[src/rtl/mcu_multicycle.sv]
// Multi-cycle main control unit: Moore FSM sequencing MIPS instructions over a
// shared ready-handshake memory port, with a memory-wait watchdog.
//
// state    | meaning
// FETCH    | read instruction at PC; load IR and PC+4 when memory is ready
// DECODE   | latch opcode, precompute branch target
// MEM_ADDR | compute load/store effective address
// MEM_RD   | data read, wait for memory
// MEM_WB   | write loaded data to rt
// MEM_WR   | data write, wait for memory
// EXEC     | ALU operation for R-type / immediate / LUI
// ALU_WB   | write ALU result to rd (R-type) or rt
// BRANCH   | compare operands, conditional PC write with branch target
// JUMP     | PC <- jump target
// JAL_WB   | $31 <- PC, PC <- jump target
// FAULT    | watchdog expiry or illegal opcode, held until reset
module mcu_multicycle #(
  parameter int ALUOP_W = 4,
  parameter int TMO_W   = 8,
  parameter int TMO_MAX = 200
) (
  input  logic               clk,
  input  logic               rst,
  input  logic [5:0]         op_code,
  input  logic               mem_ready,
  output logic               PCWr,
  output logic               PCWrCond,
  output logic [1:0]         PCSrc,
  output logic               IorD,
  output logic               IRWr,
  output logic               MemRd,
  output logic               MemWr,
  output logic               MemtoReg,
  output logic [1:0]         RegDst,
  output logic               RegWr,
  output logic               RegPCWr,
  output logic               ALUSrcA,
  output logic [1:0]         ALUSrcB,
  output logic [ALUOP_W-1:0] ALUOp,
  output logic               sigext_high,
  output logic               fault,
  output logic [3:0]         state_o
);

  localparam logic [ALUOP_W-1:0] ALU_ADD  = ALUOP_W'(0);
  localparam logic [ALUOP_W-1:0] ALU_ADDU = ALUOP_W'(1);
  localparam logic [ALUOP_W-1:0] ALU_SUB  = ALUOP_W'(2);
  localparam logic [ALUOP_W-1:0] ALU_AND  = ALUOP_W'(3);
  localparam logic [ALUOP_W-1:0] ALU_OR   = ALUOP_W'(4);
  localparam logic [ALUOP_W-1:0] ALU_XOR  = ALUOP_W'(5);
  localparam logic [ALUOP_W-1:0] ALU_SLT  = ALUOP_W'(6);
  localparam logic [ALUOP_W-1:0] ALU_SLTU = ALUOP_W'(7);
  localparam logic [ALUOP_W-1:0] ALU_R    = ALUOP_W'(8);

  localparam logic [5:0] OP_RR    = 6'b000000;
  localparam logic [5:0] OP_ADDI  = 6'b001000;
  localparam logic [5:0] OP_ADDIU = 6'b001001;
  localparam logic [5:0] OP_SLTI  = 6'b001010;
  localparam logic [5:0] OP_SLTIU = 6'b001011;
  localparam logic [5:0] OP_ANDI  = 6'b001100;
  localparam logic [5:0] OP_ORI   = 6'b001101;
  localparam logic [5:0] OP_XORI  = 6'b001110;
  localparam logic [5:0] OP_LUI   = 6'b001111;
  localparam logic [5:0] OP_SW    = 6'b101011;

  localparam logic [TMO_W-1:0] TMO_LIMIT = TMO_W'(TMO_MAX);

  typedef enum logic [3:0] {
    S_FETCH    = 4'd0,
    S_DECODE   = 4'd1,
    S_MEM_ADDR = 4'd2,
    S_MEM_RD   = 4'd3,
    S_MEM_WB   = 4'd4,
    S_MEM_WR   = 4'd5,
    S_EXEC     = 4'd6,
    S_ALU_WB   = 4'd7,
    S_BRANCH   = 4'd8,
    S_JUMP     = 4'd9,
    S_JAL_WB   = 4'd10,
    S_FAULT    = 4'd11
  } state_t;

  state_t           state;
  state_t           state_nx;
  logic [5:0]       op_q;
  logic [TMO_W-1:0] tmo;
  logic [TMO_W-1:0] tmo_nx;
  logic             wait_st;
  logic             tmo_hit;

  always_ff @(posedge clk or posedge rst) begin
    if (rst) begin
      state <= S_FETCH;
      op_q  <= 6'b000000;
      tmo   <= '0;
    end else begin
      state <= state_nx;
      tmo   <= tmo_nx;
      if (state == S_DECODE) begin
        op_q <= op_code;
      end
    end
  end

  assign wait_st = (state == S_FETCH) || (state == S_MEM_RD) || (state == S_MEM_WR);
  assign tmo_hit = (tmo == TMO_LIMIT);

  always_comb begin
    state_nx = state;
    case (state)
      S_FETCH: begin
        if (mem_ready)    state_nx = S_DECODE;
        else if (tmo_hit) state_nx = S_FAULT;
      end
      S_DECODE: begin
        casez (op_code)
          6'b100011, 6'b101011: state_nx = S_MEM_ADDR;
          6'b000000, 6'b001???: state_nx = S_EXEC;
          6'b0001??, 6'b000001: state_nx = S_BRANCH;
          6'b000010:            state_nx = S_JUMP;
          6'b000011:            state_nx = S_JAL_WB;
          default:              state_nx = S_FAULT;
        endcase
      end
      S_MEM_ADDR: state_nx = (op_q == OP_SW) ? S_MEM_WR : S_MEM_RD;
      S_MEM_RD: begin
        if (mem_ready)    state_nx = S_MEM_WB;
        else if (tmo_hit) state_nx = S_FAULT;
      end
      S_MEM_WR: begin
        if (mem_ready)    state_nx = S_FETCH;
        else if (tmo_hit) state_nx = S_FAULT;
      end
      S_MEM_WB, S_ALU_WB, S_BRANCH, S_JUMP, S_JAL_WB: state_nx = S_FETCH;
      S_EXEC:  state_nx = S_ALU_WB;
      S_FAULT: state_nx = S_FAULT;
      default: state_nx = S_FAULT;
    endcase
  end

  // Any state change is an entry into a new phase, so the watchdog restarts;
  // it only runs while a memory wait state is stalled.
  always_comb begin
    tmo_nx = tmo;
    if (state_nx != state) begin
      tmo_nx = '0;
    end else if (wait_st && !mem_ready && !tmo_hit) begin
      tmo_nx = tmo + TMO_W'(1);
    end
  end

  always_comb begin
    PCWr        = 1'b0;
    PCWrCond    = 1'b0;
    PCSrc       = 2'b00;
    IorD        = 1'b0;
    IRWr        = 1'b0;
    MemRd       = 1'b0;
    MemWr       = 1'b0;
    MemtoReg    = 1'b0;
    RegDst      = 2'b00;
    RegWr       = 1'b0;
    RegPCWr     = 1'b0;
    ALUSrcA     = 1'b0;
    ALUSrcB     = 2'b00;
    ALUOp       = ALU_ADD;
    sigext_high = 1'b0;
    fault       = 1'b0;
    // Holding reset forces every control output low, including the FETCH read.
    if (!rst) begin
      case (state)
        S_FETCH: begin
          MemRd   = 1'b1;
          ALUSrcB = 2'b01;
          if (mem_ready) begin
            IRWr = 1'b1;
            PCWr = 1'b1;
          end
        end
        S_DECODE: begin
          ALUSrcB = 2'b11;
        end
        S_MEM_ADDR: begin
          ALUSrcA = 1'b1;
          ALUSrcB = 2'b10;
        end
        S_MEM_RD: begin
          MemRd = 1'b1;
          IorD  = 1'b1;
        end
        S_MEM_WB: begin
          RegWr    = 1'b1;
          MemtoReg = 1'b1;
        end
        S_MEM_WR: begin
          MemWr = 1'b1;
          IorD  = 1'b1;
        end
        S_EXEC: begin
          ALUSrcA = 1'b1;
          if (op_q == OP_RR) begin
            ALUOp = ALU_R;
          end else begin
            ALUSrcB = 2'b10;
            case (op_q)
              OP_ADDI:  ALUOp = ALU_ADD;
              OP_ADDIU: ALUOp = ALU_ADDU;
              OP_SLTI:  ALUOp = ALU_SLT;
              OP_SLTIU: ALUOp = ALU_SLTU;
              OP_ANDI:  ALUOp = ALU_AND;
              OP_ORI:   ALUOp = ALU_OR;
              OP_XORI:  ALUOp = ALU_XOR;
              default:  ALUOp = ALU_ADD;
            endcase
            sigext_high = (op_q == OP_LUI);
          end
        end
        S_ALU_WB: begin
          RegWr       = 1'b1;
          RegDst      = (op_q == OP_RR) ? 2'b01 : 2'b00;
          sigext_high = (op_q == OP_LUI);
        end
        S_BRANCH: begin
          ALUSrcA  = 1'b1;
          ALUOp    = ALU_SUB;
          PCWrCond = 1'b1;
          PCSrc    = 2'b01;
        end
        S_JUMP: begin
          PCWr  = 1'b1;
          PCSrc = 2'b10;
        end
        S_JAL_WB: begin
          RegWr   = 1'b1;
          RegDst  = 2'b11;
          RegPCWr = 1'b1;
          PCWr    = 1'b1;
          PCSrc   = 2'b10;
        end
        S_FAULT: begin
          fault = 1'b1;
        end
        default: begin
          fault = 1'b1;
        end
      endcase
    end
  end

  assign state_o = state;

endmodule

[config.mk]
export PLATFORM = sky130hd
export DESIGN_NAME = mcu_multicycle
export DESIGN_NICKNAME = d
export VERILOG_FILES = /design/src/rtl/mcu_multicycle.sv
export SDC_FILE = /design/constraint.sdc
export NUM_CORES = 1
export LEC_CHECK = 0
export BUFFER_PORTS_ARGS = -buffer_cell sky130_fd_sc_hd__buf_2
export CAP_MARGIN = 20
export CORE_MARGIN = 4
export CORE_UTILIZATION = 50
export CTS_CLUSTER_DIAMETER = 30
export DETAILED_ROUTE_END_ITERATION = 8
export PLACE_DENSITY = 0.75
export REMOVE_ABC_BUFFERS = 1
export SLEW_MARGIN = 20
export SYNTH_ARGS = -nofsm -noshare
export SYNTH_HDL_FRONTEND = slang
export SYNTH_SLANG_ARGS = --single-unit
[constraint.sdc]
create_clock -name clk -period 5.91 [get_ports clk]
set_input_delay 0.2955 -clock clk [delete_from_list [all_inputs] [get_ports clk]]
set_output_delay 0.2955 -clock clk [all_outputs]
set_load 0.02 [all_outputs]
==> flow_summary_export.csv <==
group,metric,value,unit
status,outcome,"finished clean",
sta,finalMaxSlewViolations,0,
finish,final_cells,265,
finish,area_growth,11.0,%
synthesis,synth_edf_count,0,
grt,overflow,0,
floorplan,die_h,64.1,um
power,ir_drop,0.227,mV
critical_path,slowest_stage,"dfrtp_1",
sta,tightest_slew,0.915,ns
placed_design,globalplace.congestion,0.843,
grt,grt_usage,19.2,%
sta,rsz0062_at_grt,"false",
clock_tree,cts.sinks,18,
placed_design,io_buffers,34,
min_path,hold_class,"in2async",
floorplan,io_pins,35,
synthesis,syn_inst,198,
clock_tree,cts.clk_slew.worst_paths,0.09,ns
grt,grt_pass1_vias,1374,
floorplan,dieArea,4110,um^2
routing,drt_wl_total,3660,um
clock_tree,htreeDepth,1,
finish,drive_above_1_share,24.0,%
clock_tree,holdBufCountCts,0,
synthesis,yosys_warnings,0,
floorplan,row_count,20,
power,p_total,0.000784,W
routing,avgRoutedWirePerCell,13.8,um
critical_path,reg2regPathDepth,6,
sta,setup_viol,0,
synthesis,synth.distinct_cells,50,
routing,drt_iter0_markers,116,
finish,layout_common_cells,"34 x buf_2, 20 x nor2_1, 20 x nand2_1",
grt,grt_pass1_wl,6490,um
floorplan,die_w,64.1,um
finish,layout.nets,234,
critical_path,rrSetupSlack,3.44,ns
clock_tree,clk_root_buffer_cell,"clkbuf_4",
power,powerDensity,449,nW/um^2
routing,drc,0,
placed_design,place_inst,262,
synthesis,seq_area_frac_synth,28.6,%
critical_path,worstPathCellList,"nand2b_1 > a211oi_1 > or2_2 > buf_2",
critical_path,cp-end-kind,"output pin",
clock_tree,insertion_delay,0.28,ns
finish,diodes,0,
floorplan,initial_core_util,52.0,%
sta,relSlewSlack,39.0,%
sta,final_hold_viol_count,0,
synthesis,syn_area,1570,um^2
routing,drt-pass1-iter-count,4,
critical_path,slowest_delay,0.95,ns
critical_path,startpoint_type,"flop",
sta,period_share,42.3,%
synthesis,yosys_register_bits,18,
sta,final.min_clock_period,2.50,ns
power,p_leak,0.749,nW
routing,antenna_left,0,
clock_tree,clockBufferDepth,2,
synthesis,syn_area_per_cell,7.95,um^2
critical_path,required,5.61,ns
routing,dr_total_vias,1539,
critical_path,worstPathArrival,2.20,ns
placed_design,dp_slack,3.45,ns
finish,final_common_cell,"buf_2",
critical_path,timing.rr.start,"state_o[1]",
sta,setup_tns,0,ns
clock_tree,cts_setup_buffers,0,
synthesis,ys.flop_type,"dfrtp_1",
grt,antenna_found_initial,0,
critical_path,r2r_end,"tmo[4]",
routing,vias_per_cell,5.81,
grt,grt_max_degree,32,
critical_path,cp_max_fo,31,
clock_tree,cts_tree,"yes",
clock_tree,numCtsBuffers,3,
sta,layout_setup_ws,3.41,ns
sta,fmax,0.400,GHz
finish,finish.utilization,57.7,%
placed_design,hpwl,2710,um
clock_tree,cts-resized-gates,0,
critical_path,path_class,"reg2out",
sta,fin_worst_skew,0.00210,ns
floorplan,core,3030,um^2
run,maxCapViolations,0,
synthesis,async_flop_share,100,%
[cell type report]
cell class / count / area [um^2]
clock buffer: 3 / 22.5
fill: 276 / 1280
multi-input combinational: 160 / 1030
timing repair buffer: 34 / 170
tap: 44 / 55.1
inverter: 6 / 22.5
sequential: 18 / 450
[cells by family (layout without fill, tap and decap cells)]
family / after synthesis / after routing / share of synthesized area, %
buffers and inverters: 20 / 43 / 6.12
adder cells (fa/ha/maj): 2 / 2 / 1.59
AO/OA/AOI/OAI: 39 / 39 / 18.2
multiplexers: 8 / 8 / 5.56
AND/OR/NAND/NOR: 101 / 101 / 34.3
XOR/XNOR: 10 / 10 / 5.56
flip-flops: 18 / 18 / 28.6
[worst max path at each step]
stage	endpoint	cells past startpoint	slack, ns	from
after global routing	tmo[6]	6	3.16	state_o[1]
after global placement	tmo[0]	6	3.57	state_o[1]
after detailed placement	tmo[2]	6	3.45	state_o[1]
after floorplan	RegDst[0]	3	3.20	state_o[1]
final	PCWr	4	3.41	state_o[1]
after CTS	PCWr	4	3.42	state_o[1]
[routing by layer]
layer / track usage (%) / wire (um) / up-vias
met4: 5.28 / 42 / 0
met1: 29.1 / 1810 / 710
met3: 4.39 / 292 / 6
met2: 27.1 / 1520 / 57
li1: - / - / 766
met5: 0 / 0 / -
[registers in the layout, summed over array words and instances, names as in the netlist]
name	count
tmo	8
op_q	6
state_o	4
[where the power goes]
group | internal [W] | total, W | switching [W] | leakage (nW)
combinational | 0.000195 | 0.000469 | 0.000275 | 0.504
sequential | 0.000158 | 0.000257 | 0.0000985 | 0.231
clock | 0.0000237 | 0.0000581 | 0.0000344 | 0.0138
total | 0.000377 | 0.000784 | 0.000408 | 0.749
[synth_stat cells, types with 2 or more instances]
cell type | number | area share, %
a211oi_1 | 3 | 1.4
a21oi_1 | 7 | 2.2
a31oi_1 | 4 | 1.6
and3_1 | 3 | 1.2
buf_2 | 7 | 2.2
buf_4 | 3 | 1.4
clkbuf_1 | 3 | 0.72
dfrtp_1 | 18 | 29
ha_1 | 2 | 1.6
inv_1 | 5 | 1.2
mux2_2 | 6 | 4.3
mux2i_1 | 2 | 1.3
nand2_1 | 20 | 4.8
nand2b_1 | 5 | 2.0
nand3_1 | 3 | 0.95
nand4_1 | 5 | 2.0
nand4b_1 | 2 | 1.1
nor2_1 | 20 | 4.8
nor2b_1 | 7 | 2.8
nor3_1 | 19 | 6.0
nor3b_1 | 2 | 0.95
nor4_1 | 2 | 0.79
o211ai_1 | 5 | 2.4
o21ai_0 | 8 | 2.5
or2_2 | 3 | 1.2
or3_1 | 2 | 0.79
xnor2_1 | 4 | 2.2
xor2_1 | 6 | 3.3
[critical path, delay by kind of cell, from the launching register on]
family	cells	cell delay (ns)
and+or+nand+nor	2	0.67
buffers and inverters	1	0.16
DFF	1	0.95
AOI/OAI and AO/OA	1	0.14
[stage by stage]
step / area, um^2 / hold slack, ns
after global routing: 1750 / 0.291
after floorplan: 1500 / 0.245
final: 1750 / 0.228
after global placement: 1730 / 0.514
after detailed placement: 1730 / 0.515
after CTS: 1750 / 0.251
Power figures use the tool's default switching activity.
